==> src/rtl/beat_generator.sv <==
// beat_generator: synthetic heartbeat from a bpm request via a repeated-subtraction divider.
// Ports: qzt_clk clock; rst sync active-high reset; tick_ms 1 kHz enable strobe;
//        bpm/bpm_load rate request; beat heartbeat level; period beat interval in ticks;
//        busy divider running; err last load rejected; beat_count beats since last accepted load.
// Option: define BEAT_RANGE_CHECK_EN to reject bpm outside 30..240 at load time.
module beat_generator #(
    parameter logic [15:0] MINUTE_TICKS = 16'd60000,
    parameter logic [15:0] PULSE_TICKS  = 16'd10
) (
    input  logic        qzt_clk,
    input  logic        rst,
    input  logic        tick_ms,
    input  logic [15:0] bpm,
    input  logic        bpm_load,
    output logic        beat,
    output logic [15:0] period,
    output logic        busy,
    output logic        err,
    output logic [15:0] beat_count
);
    localparam logic [1:0] IDLE = 2'd0;
    localparam logic [1:0] DIV  = 2'd1;
    localparam logic [1:0] RUN  = 2'd2;
    localparam logic [16:0] MIN_Q = {PULSE_TICKS, 1'b0};
    logic [1:0]  state;
    logic [15:0] bpm_q, rem, quo, tick_cnt;
    logic        bad_bpm;
`ifdef BEAT_RANGE_CHECK_EN
    assign bad_bpm = bpm < 16'd30 || bpm > 16'd240;
`else
    assign bad_bpm = bpm == 16'd0;
`endif
    assign busy = state == DIV;
    always_ff @(posedge qzt_clk) begin
        if (rst) begin
            state      <= IDLE;
            bpm_q      <= '0;
            rem        <= '0;
            quo        <= '0;
            tick_cnt   <= '0;
            period     <= '0;
            beat_count <= '0;
            beat       <= 1'b0;
            err        <= 1'b0;
        end else if (bpm_load) begin
            bpm_q <= bpm;
            rem   <= MINUTE_TICKS;
            quo   <= '0;
            beat  <= 1'b0;
            err   <= bad_bpm;
            state <= bad_bpm ? IDLE : DIV;
        end else begin
            case (state)
                DIV: begin
                    if (rem >= bpm_q) begin
                        rem <= rem - bpm_q;
                        quo <= quo + 16'd1;
                    end else begin
                        // quotient is final: publish it, then reject periods too short for a full pulse
                        period <= quo;
                        if ({1'b0, quo} < MIN_Q) begin
                            err   <= 1'b1;
                            state <= IDLE;
                        end else begin
                            state      <= RUN;
                            tick_cnt   <= '0;
                            beat_count <= 16'd1;
                            beat       <= PULSE_TICKS != 16'd0;
                        end
                    end
                end
                RUN: begin
                    if (tick_ms) begin
                        if (tick_cnt == period - 16'd1) begin
                            tick_cnt   <= '0;
                            beat_count <= beat_count + 16'd1;
                            beat       <= PULSE_TICKS != 16'd0;
                        end else begin
                            tick_cnt <= tick_cnt + 16'd1;
                            beat     <= tick_cnt + 16'd1 < PULSE_TICKS;
                        end
                    end
                end
                default: beat <= 1'b0;
            endcase
        end
    end
endmodule

==> config.mk <==
export PLATFORM = sky130hd
export DESIGN_NAME = beat_generator
export DESIGN_NICKNAME = d
export VERILOG_FILES = /design/src/rtl/beat_generator.sv
export SDC_FILE = /design/constraint.sdc
export NUM_CORES = 1
export LEC_CHECK = 0
export CAP_MARGIN = 20
export CORE_MARGIN = 10
export CORE_UTILIZATION = 50
export DETAILED_ROUTE_END_ITERATION = 10
export PLACE_DENSITY = 0.71
export REMOVE_ABC_BUFFERS = 1
export SLEW_MARGIN = 15
export SYNTH_ARGS = -nofsm -noshare
export SYNTH_HDL_FRONTEND = slang
export SYNTH_SLANG_ARGS = --single-unit
==> constraint.sdc <==
create_clock -name qzt_clk -period 7.1 [get_ports qzt_clk]
set_clock_uncertainty 0.1 [all_clocks]
set_input_delay 1.42 -clock qzt_clk [delete_from_list [all_inputs] [get_ports qzt_clk]]
set_output_delay 1.42 -clock qzt_clk [all_outputs]
set_load 0.02 [all_outputs]
After elaboration in Yosys (flattened, before gate mapping)
Index checks and enable logic that the tools add are counted.
Storage, ports and cells
  register bits: 100
  bits in latches: 0
  bits in writable memories: 0
  bits in read-only memories: 0
  output and inout bits: 35
  logic and storage cells: 69
  memories: 0
Operators by class
  add/sub/neg operators: 5
  multiply operators: 0
  div/mod/pow operators: 0
  order comparisons: 3
  equal/unequal tests: 8
  shifts and indexed selects: 0
  muxes and demuxes: 27
  bitwise gates (word level): 2
  reductions and logical operators: 14
Operators by type and width (count)
  $mux W16: 11
  $pmux W16 S2: 2
  $add A16 B1 Y16 const B: 3
  $eq A16 B16 Y1: 1
  $ge A16 B16 Y1: 1
  $logic_not A16 Y1: 1
  $lt A16 B4 Y1 const B: 1
  $lt A16 B5 Y1 const B: 1
  $sub A16 B1 Y16 const B: 1
  $sub A16 B16 Y16: 1
  $ne A2 B2 Y1 const B: 5
  $mux W1: 9
  $reduce_and A3 Y1: 3
  $mux W2: 4
  $reduce_bool A2 Y1: 4
  $reduce_and A2 Y1: 3
  $reduce_and A6 Y1: 1
  $reduce_and A5 Y1: 1
  $eq A2 B1 Y1 const B: 1
  $eq A2 B2 Y1 const B: 1
  $not A1 Y1: 2
  $pmux W1 S2: 1
  $reduce_or A2 Y1: 1

Logic depth before layout (Yosys ltp)
Gate-level depths: netlist of the first run.
  depth after elaboration: 5
  gate-level depth with buffers: 14

Worst setup path before layout of the first run
No wires, ideal clock.
  path kind: reg2reg
  from: register period[0]
  to: register beat_count[10]
  setup time: 59 ps
  data arrival time: 2949 ps
  data required time: 6941 ps
  path slack: 3992 ps
  cell stages (with the launch flop): 14
  path through: dfxtp_1 -> clkbuf_1 -> inv_1 -> ha_1 -> clkbuf_1 -> nor2b_1 -> or3_1 -> a31oi_1 -> o211ai_1 -> nor4_4 -> a21oi_2 -> buf_6 -> or4_1 -> nand2_1
On the way
  word-level cells in the longest chain between the ends: 4
RTL lines
  start: declaration: RTL line 16  | output logic [15:0] period,
  start signal: assignment: RTL line 60  | period <= quo;
  $sub A16 B1 Y16: RTL line 74  | if (tick_cnt == period - 16'd1) begin
  $eq A16 B16 Y1: RTL line 74
  $ne A2 B2 Y1 (no source line)
  $reduce_and A6 Y1 (no source line)
  end signal: assignment: RTL line 76  | beat_count <= beat_count + 16'd1;
  end: declaration: RTL line 19  | output logic [15:0] beat_count
No other way between the ends.
A chain may end at the register's enable or synchronous reset.

Worst setup path in the final report of the first run
  from: input bpm_load
  to: register tick_cnt[12]
On the way
  word-level cells in the longest chain between the ends: 2
RTL lines
  start: declaration: RTL line 14  | input logic bpm_load,
  $not A1 Y1 (no source line)
  $reduce_and A5 Y1 (no source line)
  end signal: assignment: RTL line 79  | tick_cnt <= tick_cnt + 16'd1;
  end: declaration: RTL line 26  | logic [15:0] bpm_q, rem, quo, tick_cnt;
No other way between the ends.

==> flow_metrics.env, run 1 <==
export IMPL_slowest_delay_ns=0.71
export IMPL_final_area_um2=6890
export IMPL_timing_final_crit_share_pct=57.4
export IMPL_critPathKind="primary input to register"
export IMPL_crit_fanout=22
export IMPL_fillers=1111
export IMPL_drive_gt1_share_pct=4.70
export IMPL_die_area_um2=16900
export IMPL_dpl_cell_area_um2=6580
export IMPL_mostFrequentLayoutCell="dfxtp_1"
export IMPL_cts_clk_slew_worst_paths_ns=0.07
export IMPL_drtIter0Drc=528
export IMPL_synth_top_area_share_pct=33.2
export IMPL_total_leakage_power_nw=2.57
export IMPL_ctsResizeCount=0
export IMPL_row_count=40
export IMPL_area_growth_pct=14.2
export IMPL_vias=5670
export IMPL_yosysSeqAreaShare_pct=33.2
export IMPL_first_global_vias=5289
export IMPL_syn_area_um2=6040
export IMPL_antenna_found_initial=0
export IMPL_dp_hpwl_um=10800
export IMPL_synthArstFlopShare_pct=0
export IMPL_slew_viol_final=0
export IMPL_maxCapViolations=0
export IMPL_synth_distinct_cells=69
export IMPL_die_w_um=130
export IMPL_startpoint_type="primary input"
export IMPL_postSynthAreaPerCell_um2=7.93
export IMPL_crit_family="compound AO/OA/AOI/OAI gates"
export IMPL_ys_flop_type="dfxtp_1"
export IMPL_drtPass1Iterations=5
export IMPL_yosys_area_top_type="dfxtp_1"
export IMPL_diodes=0
export IMPL_cp_end_kind="register"
export IMPL_clk_path_buf_depth=2
export IMPL_yosys_top_cells_area="dfxtp_1 (33%), nor2_1 (5.9%), mux2i_1 (5.6%), ha_1 (4.6%), xnor2_1 (4.4%)"
export IMPL_clkSinkCount=100
export IMPL_hold_class="register to register"
export IMPL_finalHoldViolCount=0
export IMPL_track_usage_pct=18.5
export IMPL_htreeDepth=3
export IMPL_synth_cells=761
export IMPL_critPathSlowestCell="a31oi_1"
export IMPL_ys_ff_latch=100
export IMPL_place_congestion=0.920
export IMPL_ir_drop_uv=200
export IMPL_final_min_clock_period_ns=4.07
export IMPL_p_per_area_nw_per_um2=187
export IMPL_ant_nets=0
export IMPL_cts_buffers=9
export IMPL_layout_common_cells="dfxtp_1 (100), nor2_1 (95), nand2_1 (62)"
export IMPL_initial_core_util_pct=50.7
export IMPL_port_buffer_count=54
export IMPL_worst_pin_slew_ns=0.950
export IMPL_critPathBufInv=2
export IMPL_grt_first_pass_wirelength_um=25800
export IMPL_grt_overflow=0
export IMPL_cts_root_buffer="clkbuf_16"
export IMPL_rsz0062_at_grt="no"
export IMPL_cts_tree="done"
export IMPL_slew_headroom_pct=36.7
export IMPL_ios=55
export IMPL_grt_max_degree=64
export IMPL_max_freq_mhz=246
export IMPL_core_um2=11900
export IMPL_r2r_slack_ns=3.17
export IMPL_insertion_delay_ns=0.36
export IMPL_post_drt_wl_per_cell_um=16.5
export IMPL_cp_arrival_ns=4.23
export IMPL_ys_warn_count=0
export IMPL_postCtsSetupRepairBufs=0
export IMPL_drt_wl_total_um=15400
export IMPL_layout_nets=825
export IMPL_tns_ns=0
export IMPL_synth_edf_count=0
export IMPL_viasPerCell=6.07
export IMPL_drc=0
export IMPL_cts_hold_fix_buffers=0
export IMPL_status="complete, no violations"
export IMPL_die_height_um=130
export IMPL_setup_viol_count_final=0
export IMPL_worstPathRequired_ns=7.25
export IMPL_crit_chain="clkdlybuf4s50_1 -> buf_4 -> nor2_1 -> o21ai_0 -> a31oi_1 -> nand2b_1 -> a22o_1 -> o21ba_2"
[per-stage QoR]
stage | std cells | utilization [%] | power, W | hold slack (ns) | setup slack [ns]
detailed placement | 917 | 55.2 | 0.000795 | 0.356 | 2.78
global placement | 917 | 55.2 | 0.000790 | 0.345 | 2.76
floorplan | 712 | - | 0.000735 | 0.336 | 3.88
CTS | 933 | 57.8 | 0.00129 | 0.368 | 3.14
finish | 934 | 57.9 | 0.00129 | 0.368 | 3.03
global route | 934 | 57.9 | 0.00134 | 0.381 | 2.82
[power breakdown]
group / switching, W / total, W / internal (W)
clock network: 0.000243 / 0.000502 / 0.000259
registers: 0.00000849 / 0.000582 / 0.000574
logic: 0.000121 / 0.000203 / 0.0000826
[final cells by class]
type	instances	area [µm²]	area share (%)
clock buffers	10	239	3.47
clock inverters	6	67.6	0.980
inverters	35	131	1.91
multi-input cells	577	3700	53.6
flip-flops and latches	100	2000	29.0
well taps	147	184	2.67
repair buffers	59	573	8.31
[layer usage]
metal | share of wire (%) | vias up | track usage, %
li1 | - | 2768 | -
met1 | 45 | 2709 | 23.6
met2 | 48 | 179 | 30.5
met3 | 5.9 | 14 | 4.58
met4 | 1.1 | 0 | 4.56
met5 | 0 | - | 0
[flip-flops by register name, summed over array words and instances (netlist names)]
register / cells
beat_count: 16
bpm_q: 16
period: 16
quo: 16
rem: 16
tick_cnt: 16
state: 2
beat: 1
err: 1
[cells by family after synthesis]
| family | count (synthesis) | share of synthesized area, % |
|---|---|---|
| AOI/OAI and AO/OA | 150 | 16.2 |
| xor gates and xnor gates | 49 | 7.34 |
| adders and majority gates | 23 | 4.89 |
| buffers and inverters | 84 | 5.60 |
| DFF | 100 | 33.2 |
| muxes | 35 | 5.82 |
| and+or+nand+nor | 320 | 27.0 |
[worst min-delay path: stages (launching register included)]
cell     delay, ns
dfxtp_1       0.32
nand2_1       0.05
a21oi_1       0.05
[Yosys cell counts (all sizes together), types with 2 or more instances]
library cell / n
o311ai: 2
o22ai: 2
dfxtp: 100
a41oi: 2
nand3: 30
ha: 22
o41ai: 2
o31ai: 6
clkbuf: 33
and4: 3
and2: 6
nor2: 95
nand3b: 4
a31oi: 10
mux2i: 34
or2: 5
or3: 4
a311oi: 2
xor2: 18
nand2: 63
nor3: 18
a21o: 7
o211ai: 12
o21ai: 18
nor2b: 6
a22oi: 8
nor4: 16
nand2b: 6
a22o: 2
o311a: 2
and3: 17
and3b: 2
nand4b: 4
or4: 14
xnor2: 30
a21oi: 54
inv: 34
nand4: 24
a211oi: 9
buf: 16
[worst paths after layout]
path | endpoint | cells after the start | startpoint
worst max-delay path | tick_cnt[12] | 8 | bpm_load
worst min-delay path | rem[12] | 2 | rem[12]
worst max register to register | tick_cnt[12] | 10 | bpm_q[7]
worst min register to register | rem[12] | 2 | rem[12]
(Power assumes the default switching activity.)
==> inputs of run 2 (changes only) <==
--- a/config.mk
+++ b/config.mk
@@ -9,7 +9,7 @@
 export CORE_MARGIN = 10
 export CORE_UTILIZATION = 50
 export DETAILED_ROUTE_END_ITERATION = 10
-export PLACE_DENSITY = 0.71
+export PLACE_DENSITY = 0.74
 export REMOVE_ABC_BUFFERS = 1
 export SLEW_MARGIN = 15
 export SYNTH_ARGS = -nofsm -noshare
==> constraint.sdc (replaced) <==
create_clock -name qzt_clk -period 3.5 [get_ports qzt_clk]
set_clock_uncertainty 0.1 [all_clocks]
set_input_delay 0.7 -clock qzt_clk [delete_from_list [all_inputs] [get_ports qzt_clk]]
set_output_delay 0.7 -clock qzt_clk [all_outputs]
set_load 0.02 [all_outputs]
==> run 2 against run 1 <==
Against the previous run:
- global-route usage grew 0.28 points
- non-clock buffer count grew 10
- clock power grew 100%
- sequential cell count is the same
- critical path depth grew 3
- count of clock-buffer cells in the layout is the same
- first-iteration DRC count shrank 8.0%
- cell count grew 1.1%
- final area grew 1.1%
- largest cell class unchanged
==> flow_metrics.env, run 2 (synthesis results as in run 1) <==
export IMPL_die_height_um=130
export IMPL_drive_gt1_share_pct=5.90
export IMPL_startpoint_type="register"
export IMPL_ios=55
export IMPL_cts_root_buffer="clkbuf_16"
export IMPL_critPathKind="register to register"
export IMPL_clk_path_buf_depth=2
export IMPL_place_congestion=0.881
export IMPL_rsz0062_at_grt="no"
export IMPL_initial_core_util_pct=50.7
export IMPL_layout_common_cells="dfxtp_1 (100), nor2_1 (95), nand2_1 (62)"
export IMPL_status="complete, no violations"
export IMPL_die_w_um=130
export IMPL_row_count=40
export IMPL_slew_viol_final=0
export IMPL_cts_tree="done"
export IMPL_area_growth_pct=15.4
export IMPL_max_freq_mhz=316
export IMPL_worstPathRequired_ns=3.69
export IMPL_grt_first_pass_wirelength_um=26200
export IMPL_diodes=0
export IMPL_port_buffer_count=54
export IMPL_tns_ns=0
export IMPL_track_usage_pct=18.7
export IMPL_vias=5713
export IMPL_htreeDepth=3
export IMPL_final_min_clock_period_ns=3.16
export IMPL_timing_final_crit_share_pct=90.4
export IMPL_clkSinkCount=100
export IMPL_finalHoldViolCount=0
export IMPL_drt_wl_total_um=15500
export IMPL_total_leakage_power_nw=2.61
export IMPL_cp_arrival_ns=3.35
export IMPL_insertion_delay_ns=0.36
export IMPL_dpl_cell_area_um2=6660
export IMPL_drtPass1Iterations=5
export IMPL_drtIter0Drc=486
export IMPL_grtUsageMet1_pct=23.7
export IMPL_final_area_um2=6970
export IMPL_cts_buffers=9
export IMPL_antenna_found_initial=0
export IMPL_maxCapViolations=0
export IMPL_cts_clk_slew_worst_paths_ns=0.08
export IMPL_layout_nets=835
export IMPL_hold_class="register to register"
export IMPL_first_global_vias=5441
export IMPL_post_drt_wl_per_cell_um=16.4
export IMPL_slew_headroom_pct=49.2
export IMPL_top_usage_layer="met2"
export IMPL_die_area_um2=16900
export IMPL_mostFrequentLayoutCell="dfxtp_1"
export IMPL_drc=0
export IMPL_ctsResizeCount=0
export IMPL_grt_max_degree=44
export IMPL_ant_nets=0
export IMPL_setup_viol_count_final=0
export IMPL_crit_fanout=35
export IMPL_grt_overflow=0
export IMPL_cp_end_kind="register"
export IMPL_ir_drop_uv=415
export IMPL_core_um2=11900
export IMPL_worst_pin_slew_ns=0.759
export IMPL_p_per_area_nw_per_um2=376
export IMPL_dp_hpwl_um=11400
export IMPL_cts_hold_fix_buffers=0
export IMPL_postCtsSetupRepairBufs=0
export IMPL_viasPerCell=6.05
export IMPL_met3_usage_pct=4.62
export IMPL_grt_util_met2_pct=31.2
run 2: cell types whose count changed in the layout (fill, tap and decap cells not counted), sizes merged:
cell	before	now
clkinvlp	0	1
buf	6	16
clkinv	4	3
run 2: stage by stage:
step	worst slack, ns	hold WS, ns	instances	total power, W	util [%]
final	0.337	0.370	944	0.00262	58.5
after detailed placement	0.397	0.355	928	0.00162	55.9
after CTS	0.356	0.366	944	0.00263	58.5
after floorplan	0.304	0.336	712	0.00149	-
after global placement	0.498	0.345	928	0.00161	55.9
after global routing	0.0596	0.391	944	0.00274	58.5
run 2: final cells by class:
cell class                 count  area [µm²]
clock buffer                  10         239
clock inverter                 6        66.3
fill                        1090        4940
inverter                      35         131
multi-input combinational    577        3700
sequential                   100        2000
tap                          147         184
timing repair buffer          69         648
run 2: path summary, 6_finish.rpt:
| path | slack (ns) | from | endpoint | depth (start not counted) |
|---|---|---|---|---|
| min reg2reg | 0.37 | rem[8] | rem[8] | 2 |
| max | 0.34 | period[1] | beat_count[13] | 11 |
| min | 0.37 | rem[8] | rem[8] | 2 |
| max reg2reg | 0.34 | period[1] | beat_count[13] | 11 |
run 2: layer usage:
| metal | vias up | wire [µm] | part of all wire (%) |
|---|---|---|---|
| met1 | 2747 | 7090 | 46 |
| met5 | - | 0 | 0 |
| met3 | 17 | 788 | 5.1 |
| met4 | 0 | 174 | 1.1 |
| met2 | 151 | 7400 | 48 |
| li1 | 2798 | - | - |
run 2: power by group:
group          internal [W]  switching (W)  leakage (nW)
clock network      0.000524       0.000494         0.147
registers           0.00116      0.0000171         0.812
logic              0.000175       0.000247          1.65
run 2: worst max-delay path, cell delays in order, from the launching register on:
cell and delay (ns):
dfxtp_1 0.45, inv_1 0.07, ha_1 0.28, nor2b_1 0.17, or3_1 0.35, a31oi_1 0.17, o211ai_1 0.14, nor4_4 0.33
a21oi_2 0.09, buf_4 0.24, or4_1 0.52, a21oi_1 0.17
